==> src/rtl/pool2x2_stage.sv <==
// Streaming 2x2 max-pooling stage: row-major IN_H x IN_W map in, (IN_H/2) x (IN_W/2) maxima out.
// A half-width line buffer carries the top-row pair maxima down to the odd rows.
module pool2x2_stage #(
    parameter int DATA_W = 8,
    parameter int IN_W   = 4,
    parameter int IN_H   = 4,
    parameter int IDX_W  = 2
) (
    input  logic              clk,
    input  logic              rst,
    input  logic              hold,
    input  logic              in_valid,
    output logic              in_ready,
    input  logic [DATA_W-1:0] in_data,
    output logic              out_valid,
    input  logic              out_ready,
    output logic [DATA_W-1:0] out_data,
    output logic [IDX_W-1:0]  out_idx,
    output logic              busy,
    output logic              done
);

    localparam int HALF_W   = IN_W / 2;
    localparam int N_OUT    = (IN_W / 2) * (IN_H / 2);
    localparam int COL_W    = $clog2(IN_W);
    localparam int ROW_W    = $clog2(IN_H);
    localparam int BUF_AW   = (HALF_W > 1) ? $clog2(HALF_W) : 1;

    localparam logic [COL_W-1:0] COL_LAST = COL_W'(IN_W - 1);
    localparam logic [ROW_W-1:0] ROW_LAST = ROW_W'(IN_H - 1);
    localparam logic [IDX_W-1:0] IDX_LAST = IDX_W'(N_OUT - 1);

    typedef enum logic [1:0] {IDLE, RUN, DONE} state_t;

    state_t              state;
    logic [COL_W-1:0]    col;
    logic [ROW_W-1:0]    row;
    logic                in_done;
    logic [IDX_W-1:0]    res_cnt;
    logic [DATA_W-1:0]   tmp_p0;
    logic [DATA_W-1:0]   line_buf [HALF_W];
    logic [BUF_AW-1:0]   buf_idx;
    logic                accept;

    function automatic logic [DATA_W-1:0] max_u(input logic [DATA_W-1:0] a,
                                                 input logic [DATA_W-1:0] b);
        return (a > b) ? a : b;
    endfunction

    assign in_ready = (state == RUN) && !hold && !in_done && (!out_valid || out_ready);
    assign accept   = in_valid && in_ready;
    assign buf_idx  = BUF_AW'(col >> 1);
    assign busy     = (state == RUN);
    assign done     = (state == DONE);

    always_ff @(posedge clk or negedge rst) begin
        if (!rst) begin
            state     <= IDLE;
            col       <= '0;
            row       <= '0;
            in_done   <= 1'b0;
            res_cnt   <= '0;
            tmp_p0    <= '0;
            for (int i = 0; i < HALF_W; i++) line_buf[i] <= '0;
            out_valid <= 1'b0;
            out_data  <= '0;
            out_idx   <= '0;
        end else if (hold) begin
            // Hold discards any partial frame; out_data is left as-is since out_valid=0.
            state     <= IDLE;
            col       <= '0;
            row       <= '0;
            in_done   <= 1'b0;
            res_cnt   <= '0;
            tmp_p0    <= '0;
            for (int i = 0; i < HALF_W; i++) line_buf[i] <= '0;
            out_valid <= 1'b0;
            out_idx   <= '0;
        end else begin
            case (state)
                IDLE:    state <= RUN;
                RUN:     if (out_valid && out_ready && out_idx == IDX_LAST) state <= DONE;
                DONE:    state <= DONE;
                default: state <= IDLE;
            endcase

            if (accept) begin
                if (col == COL_LAST) begin
                    col <= '0;
                    row <= row + 1'b1;
                    if (row == ROW_LAST) in_done <= 1'b1;
                end else begin
                    col <= col + 1'b1;
                end

                // Window stage: even row builds buffer pairs, odd row folds them into the result.
                case ({row[0], col[0]})
                    2'b00: tmp_p0 <= in_data;
                    2'b01: line_buf[buf_idx] <= max_u(tmp_p0, in_data);
                    2'b10: tmp_p0 <= max_u(line_buf[buf_idx], in_data);
                    default: res_cnt <= res_cnt + 1'b1;
                endcase
            end

            // Output stage: a new result may replace the one being taken on the same edge.
            if (accept && row[0] && col[0]) begin
                out_valid <= 1'b1;
                out_data  <= max_u(tmp_p0, in_data);
                out_idx   <= res_cnt;
            end else if (out_ready) begin
                out_valid <= 1'b0;
            end
        end
    end

endmodule

==> config.mk <==
export PLATFORM = sky130hd
export DESIGN_NAME = pool2x2_stage
export DESIGN_NICKNAME = d
export VERILOG_FILES = /design/src/rtl/pool2x2_stage.sv
export SDC_FILE = /design/constraint.sdc
export NUM_CORES = 1
export LEC_CHECK = 0
export ABC_AREA = 1
export BUFFER_PORTS_ARGS = -buffer_cell sky130_fd_sc_hd__buf_4
export CELL_PAD_IN_SITES_DETAIL_PLACEMENT = 0
export CELL_PAD_IN_SITES_GLOBAL_PLACEMENT = 1
export CORE_MARGIN = 1.5
export CORE_UTILIZATION = 43
export CTS_CLUSTER_DIAMETER = 30
export CTS_CLUSTER_SIZE = 12
export DETAILED_ROUTE_END_ITERATION = 7
export GPL_ROUTABILITY_DRIVEN = 0
export PLACE_DENSITY = 0.77
export SLEW_MARGIN = 10
export SYNTH_ARGS = -nofsm -noshare
export SYNTH_HDL_FRONTEND = slang
export SYNTH_SLANG_ARGS = --single-unit
export TNS_END_PERCENT = 20
==> constraint.sdc <==
create_clock -name clk -period 3.07 [get_ports clk]
set_input_delay 0 -clock clk [delete_from_list [all_inputs] [get_ports clk]]
set_output_delay 0 -clock clk [all_outputs]
set_load 0.02 [all_outputs]
==> Yosys cells after proc, flatten, opt, wreduce, memory -nomap -nowiden <==
Cells that the tools add are included.
{ "totals": {"wordCells": 93, "reg_bits": 44, "out_inout_bits": 14} }
{ "op_classes": {"n_bitwise": 2, "add_sub_neg": 3, "n_eq_ne": 9, "order_cmp": 4, "reduce_logical": 29, "n_mux": 35} }
{ "op_table": {"columns": ["operator", "n"], "rows": [
  ["$mux 8", 8],
  ["$mux 16", 3],
  ["$mux 2", 13],
  ["$bwmux 16", 1],
  ["$gt 8x8->1", 2],
  ["$pmux 8 s2", 1],
  ["$eq 2x2->1 const B", 5],
  ["$reduce_and 2->1", 5],
  ["$reduce_bool 2->1", 5],
  ["$logic_and 1x1->1", 9],
  ["$demux 8 s1", 1],
  ["$mux 1", 7],
  ["$add 2x1->2 const B", 3],
  ["$pmux 2 s3", 1],
  ["$reduce_bool 3->1", 2],
  ["$eq 2x1->1 const B", 2],
  ["$logic_not 2->1", 2],
  ["$logic_not 1->1", 3],
  ["$ne 3x2->1 const B", 1],
  ["$reduce_and 3->1", 1],
  ["$reduce_or 3->1", 1],
  ["$ge 2x2->1 const B", 1],
  ["$lt 2x1->1 const B", 1],
  ["$ne 2x1->1 const B", 1],
  ["3 further kinds", 3]
]} }

==> Depth between registers and ports, before layout <==
{ "depth": {"depth_word": 9, "ltp_mapped": 16, "depth_no_buf": 15} }

==> Worst setup path after synthesis <==
No wires, ideal clock.
{ "synth_path": {"kind": "register to register", "start": "reg col[1]", "end": "reg tmp_p0[6]", "stages_incl_launch_ff": 14, "n_path_buf": 1, "slack_ns": 0.906, "arrival_ns": 2.047, "setup_ns": 0.118, "t_required_ns": 2.952, "path_cell_list": "dfrtp_1 buf_2 inv_1 or2_2 o21ai_0 inv_1 ha_1 a21o_1 nor2_1 nand2_1 nand2_1 nand2_1 nand3_1 nand2_1"} }
{ "synth_via": {"elab_chain_cells": 9} }
{ "synth_rtl": {"columns": ["item", "line", "rtl"], "rows": [
  ["start: declaration", "36", "logic [COL_W-1:0] col;"],
  ["start signal: assignment", "93", "col <= col + 1'b1;"],
  ["$not 1->2 (implied by the code) *", "100", "2'b10: tmp_p0 <= max_u(line_buf[buf_idx], in_data);"],
  ["$mux 8 (implied by the code) * (3 in a row)", "100", null],
  ["$gt 8x8->1", "47", "return (a > b) ? a : b;"],
  ["$mux 8 *", "47", null],
  ["$pmux 8 s2 *", "97", "case ({row[0], col[0]})"],
  ["$mux 8 *", "87", "if (accept) begin"],
  ["$mux 8 *", "68", "end else if (hold) begin"],
  ["end signal: assignment", "98", "2'b00: tmp_p0 <= in_data;"],
  ["end signal: assignment", "100", null],
  ["end: declaration", "40", "logic [DATA_W-1:0] tmp_p0;"]
]} }
Mark *: on every way between the ends. The rest lies on a longest branch, timed or not. The select of a mux whose other input is x is not followed.
A chain may end at the register's enable or synchronous reset.

==> Worst setup path after layout <==
{ "layout_path": {"start": "reg col[1]", "end": "reg tmp_p0[0]"} }
Same word-level chain as after synthesis.

==> results.yml <==
run_status:
  status: "finished clean"
global_routing:
  maximum_number_of_pins_on_one_net_before_global_route_repair: 45
  gr-usage-all-layers_pct: 21.1
  grt.overflow.total: 0
  antenna_found_initial: 0
  vias_in_the_first_global_route: 2134
  grt_first_pass_wirelength_um: 10500
drt:
  dr.first_iter.drc_count: 125
  vias: 2239
  postRouteAntennaNets: 0
  drt-wirelength-per-cell_um: 13.7
  routed_via_count_divided_by_cell_count: 4.99
  drt_pre_antenna_iters: 5
  drc: 0
  finalWirelength_um: 6160
critical_path:
  cpLargestDelayFamily: "simple AND/OR/NAND/NOR gates"
  rr_worst_depth: 13
  cp_num_cells: 13
  path_max_fanout: 11
  timing.critical_path.required_ns: 3.31
  worstSetupEndpointType: "flip-flop"
  max_stage_delay_ns: 0.53
  worstPathArrival_ns: 2.80
  critical_path_buf_inv_count: 2
  crit_path_cell_trace: "inv_1 -> or2_2 -> o21ai_0 -> inv_1 -> ha_1 -> nand2_1 -> nor2_1 -> nand2_1 -> nand2_1 -> nand2_1 -> nand2_1 -> nand3_1 -> nand2_1"
  crit_path_kind: "flip-flop to flip-flop"
  startpoint_type: "flip-flop"
  critical_path.slowest_cell: "sky130_fd_sc_hd__dfrtp_1"
  critical_path.most_common_cell: "sky130_fd_sc_hd__nand2_1"
final_layout:
  fillCellCount: 596
  drive_gt1_share_pct: 13.4
  area_growth_synth_to_finish_pct: 16.6
  final_core_utilization_pct: 51.3
  n_antenna_cell: 0
  num-nets-final: 408
synth:
  post_synth_most_frequent_cells: "128 x sky130_fd_sc_hd__nand2_1, 52 x sky130_fd_sc_hd__nand3_1, 44 x sky130_fd_sc_hd__dfrtp_1"
  avgSynthCellArea_um2: 7.55
  ys_async_sr_fraction_pct: 100
  gate_count_post_synth: 341
  synth-seq-area-share_pct: 42.7
  synth.mux.area_fraction_pct: 0.389
  area_of_the_mapped_netlist_um2: 2580
  synthMostInstantiatedCell: "sky130_fd_sc_hd__nand2_1"
  synth_seq_cells: 44
  synth_xor_area_share_pct: 0
  number_of_enable_type_register_cells_in_the_synthesized_netlist: 0
  synth-compound-area-share_pct: 5.39
  combinational_family_with_the_most_area_after_synthesis: "simple AND/OR/NAND/NOR gates"
  synthTopCellsByArea: "sky130_fd_sc_hd__dfrtp_1 43%, sky130_fd_sc_hd__nand2_1 19%, sky130_fd_sc_hd__ha_1 10%"
  synth_largest_area_cell: "sky130_fd_sc_hd__dfrtp_1"
  synth_fa_ha_area_share_pct: 10.2
  synth_top_area_share_pct: 42.7
  post_synth_num_cell_types: 24
  post_synth_and_or_nand_nor_area_fraction_pct: 35.0
  postSynthNetCount: 375
  yosysWarningCount: 0
  synth_flop_cell: "sky130_fd_sc_hd__dfrtp_1"
clock_network:
  clockRootBuffer: "sky130_fd_sc_hd__clkbuf_8"
  tritoncts: "done"
  cts_inserted_buffers: 5
  clock_tree.htree_level_count: 2
  clkLatencyLatePin_ns: 0.30
  cts-root-to-sink-buffers: 2
  post_cts_resized: 0
  post_cts_setup_bufs: 0
  cts_sinks: 44
  clock_input_transition_at_the_sequential_cells_of_the_worst_setup_and_hold_paths_ns: 0.08
timing:
  hold_violations: 0
  worst-slew-pin-transition_ns: 0.573
  finalSetupTns_ns: 0
  layout_worst_path_cycle_share_pct: 83.6
  final_setup_violations: 0
  clock-skew-final_ns: 0.00680
  drv_slew: 0
  setup_repair_after_global_routing_missed_its_margin: "no"
  max_slew_margin_pct: 61.6
  fmaxAchievable_ghz: 0.389
  period_needed_ns: 2.57
power_and_ir_drop:
  leakage_uw: 0.00173
  seqPwrFrac_pct: 39.2
  p_comb_share_pct: 32.3
  internal_power_uw: 1210
  switchingPower_uw: 638
  peak_supply_drop_v: 0.000349
  clock_power_share_pct: 28.5
  power_density_nw_per_um2: 616
  power_switching_share_pct: 34.5
placement:
  detailed_place_hpwl_um: 4680
  port-buffer-count: 26
worst_hold_path:
  worstHoldPathType: "primary input to flip-flop"
  hold_path_depth: 3
floorplanning:
  floorplan.initialDensity_pct: 44.0
  die_w_um: 80.4
  die-area_um2: 6460
  ioPinCount: 27
  rows: 28
  dieHeight_um: 80.4
  fp.coreArea_um2: 5850
flow_run:
  drv.max_cap_violation_count: 0
[final timing paths]
| kind | startpoint | end | slack [ns] |
|---|---|---|---|
| min in group asynchronous | rst | out_data[2] | 0.24 |
| setup / recovery | col[1] | tmp_p0[0] | 0.50 |
| hold reg to reg | line_buf[9] | line_buf[9] | 0.48 |
| max in group asynchronous | rst | tmp_p0[2] | 2.45 |
| hold / removal | in_valid | col[1] | 0.03 |
| setup reg to reg | col[1] | tmp_p0[0] | 0.50 |
[cells in the final DEF (no fill, tap or decap)]
cell,n
sky130_fd_sc_hd__nand2_1,128
sky130_fd_sc_hd__nand3_1,52
sky130_fd_sc_hd__dfrtp_1,44
sky130_fd_sc_hd__inv_1,37
sky130_fd_sc_hd__buf_4,28
sky130_fd_sc_hd__ha_1,21
sky130_fd_sc_hd__o21ai_0,13
sky130_fd_sc_hd__nor2_1,9
sky130_fd_sc_hd__or2_2,7
sky130_fd_sc_hd__a21oi_1,6
sky130_fd_sc_hd__clkbuf_8,5
sky130_fd_sc_hd__nand4_1,4
sky130_fd_sc_hd__o21ai_1,4
sky130_fd_sc_hd__inv_2,2
sky130_fd_sc_hd__a21o_1,2
sky130_fd_sc_hd__nor2_2,2
sky130_fd_sc_hd__bufinv_16,2
sky130_fd_sc_hd__mux2i_1,1
sky130_fd_sc_hd__nor3_4,1
sky130_fd_sc_hd__nand2_2,1
sky130_fd_sc_hd__nor3_2,1
sky130_fd_sc_hd__nor3_1,1
sky130_fd_sc_hd__a21oi_2,1
sky130_fd_sc_hd__nand3b_1,1
sky130_fd_sc_hd__dlygate4sd3_1,1
[area by class of cell]
cell class              count  area, um2  area share (%)
inverters                  39        146            4.87
repair buffers             29        220            7.33
clock inverters             2       60.1            2.00
flip-flops and latches     44       1100            36.7
multi-input cells         255       1310            43.7
well taps                  75       93.8            3.13
clock buffers               5       68.8            2.29
[metal layers]
metal / global-route usage [%] / routed length (um) / vias to the layer above
li1: - / - / 1166
met1: 32.3 / 3250 / 1017
met2: 30.8 / 2600 / 51
met3: 3.07 / 262 / 5
met4: 5.17 / 47 / 0
met5: 0 / 0 / -
[what timing repair did]
action	CTS	global route
hold buffers	1	0
endpoints found under the setup margin	0	0
hold endpoints to repair	44	0
[flip-flops by register name, summed over array words and instances, names as in the netlist]
signal     flops
col            2
in_done        1
line_buf      16
out_data       8
out_idx        2
out_valid      1
res_cnt        2
row            2
state          2
tmp_p0         8
[logic make-up (layout without fill, tap and decap cells)]
kind of cell    Yosys count  count (layout)
flops                    44              44
mux                       1               1
buf+inv                  42              75
fa+ha+maj                21              21
compound gates           26              26
simple gates            207             207
[metrics by stage]
| step | total power [uW] | setup WS [ns] | std cells | instance area, um2 | hold WS [ns] |
|---|---|---|---|---|---|
| 2_1_floorplan | 1130 | 0.906 | 341 | 2580 | -0.296 |
| 3_3_place_gp | 1320 | 0.546 | 441 | 2860 | 0.0345 |
| 3_5_place_dp | 1330 | 0.514 | 441 | 2860 | 0.0362 |
| 4_1_cts | 1870 | 0.480 | 449 | 3000 | 0.0129 |
| 5_1_grt | 1970 | 0.191 | 449 | 3000 | 0.0246 |
| 6_report | 1850 | 0.502 | 449 | 3000 | 0.0253 |
[tightest hold or removal path, cell delays in order]
cell,delay (ns)
sky130_fd_sc_hd__buf_4,0.12
sky130_fd_sc_hd__nand2_2,0.09
sky130_fd_sc_hd__a21oi_1,0.07
[power groups by stage]
stage | clock, uW | sequential [uW] | combinational, uW
finish | 527 | 724 | 598
global route | 552 | 739 | 681
CTS | 541 | 724 | 601
detailed placement | 0 | 733 | 597
global placement | 0 | 732 | 592
floorplan | 0 | 771 | 356
Note: power is estimated with default switching activity, not from simulation.
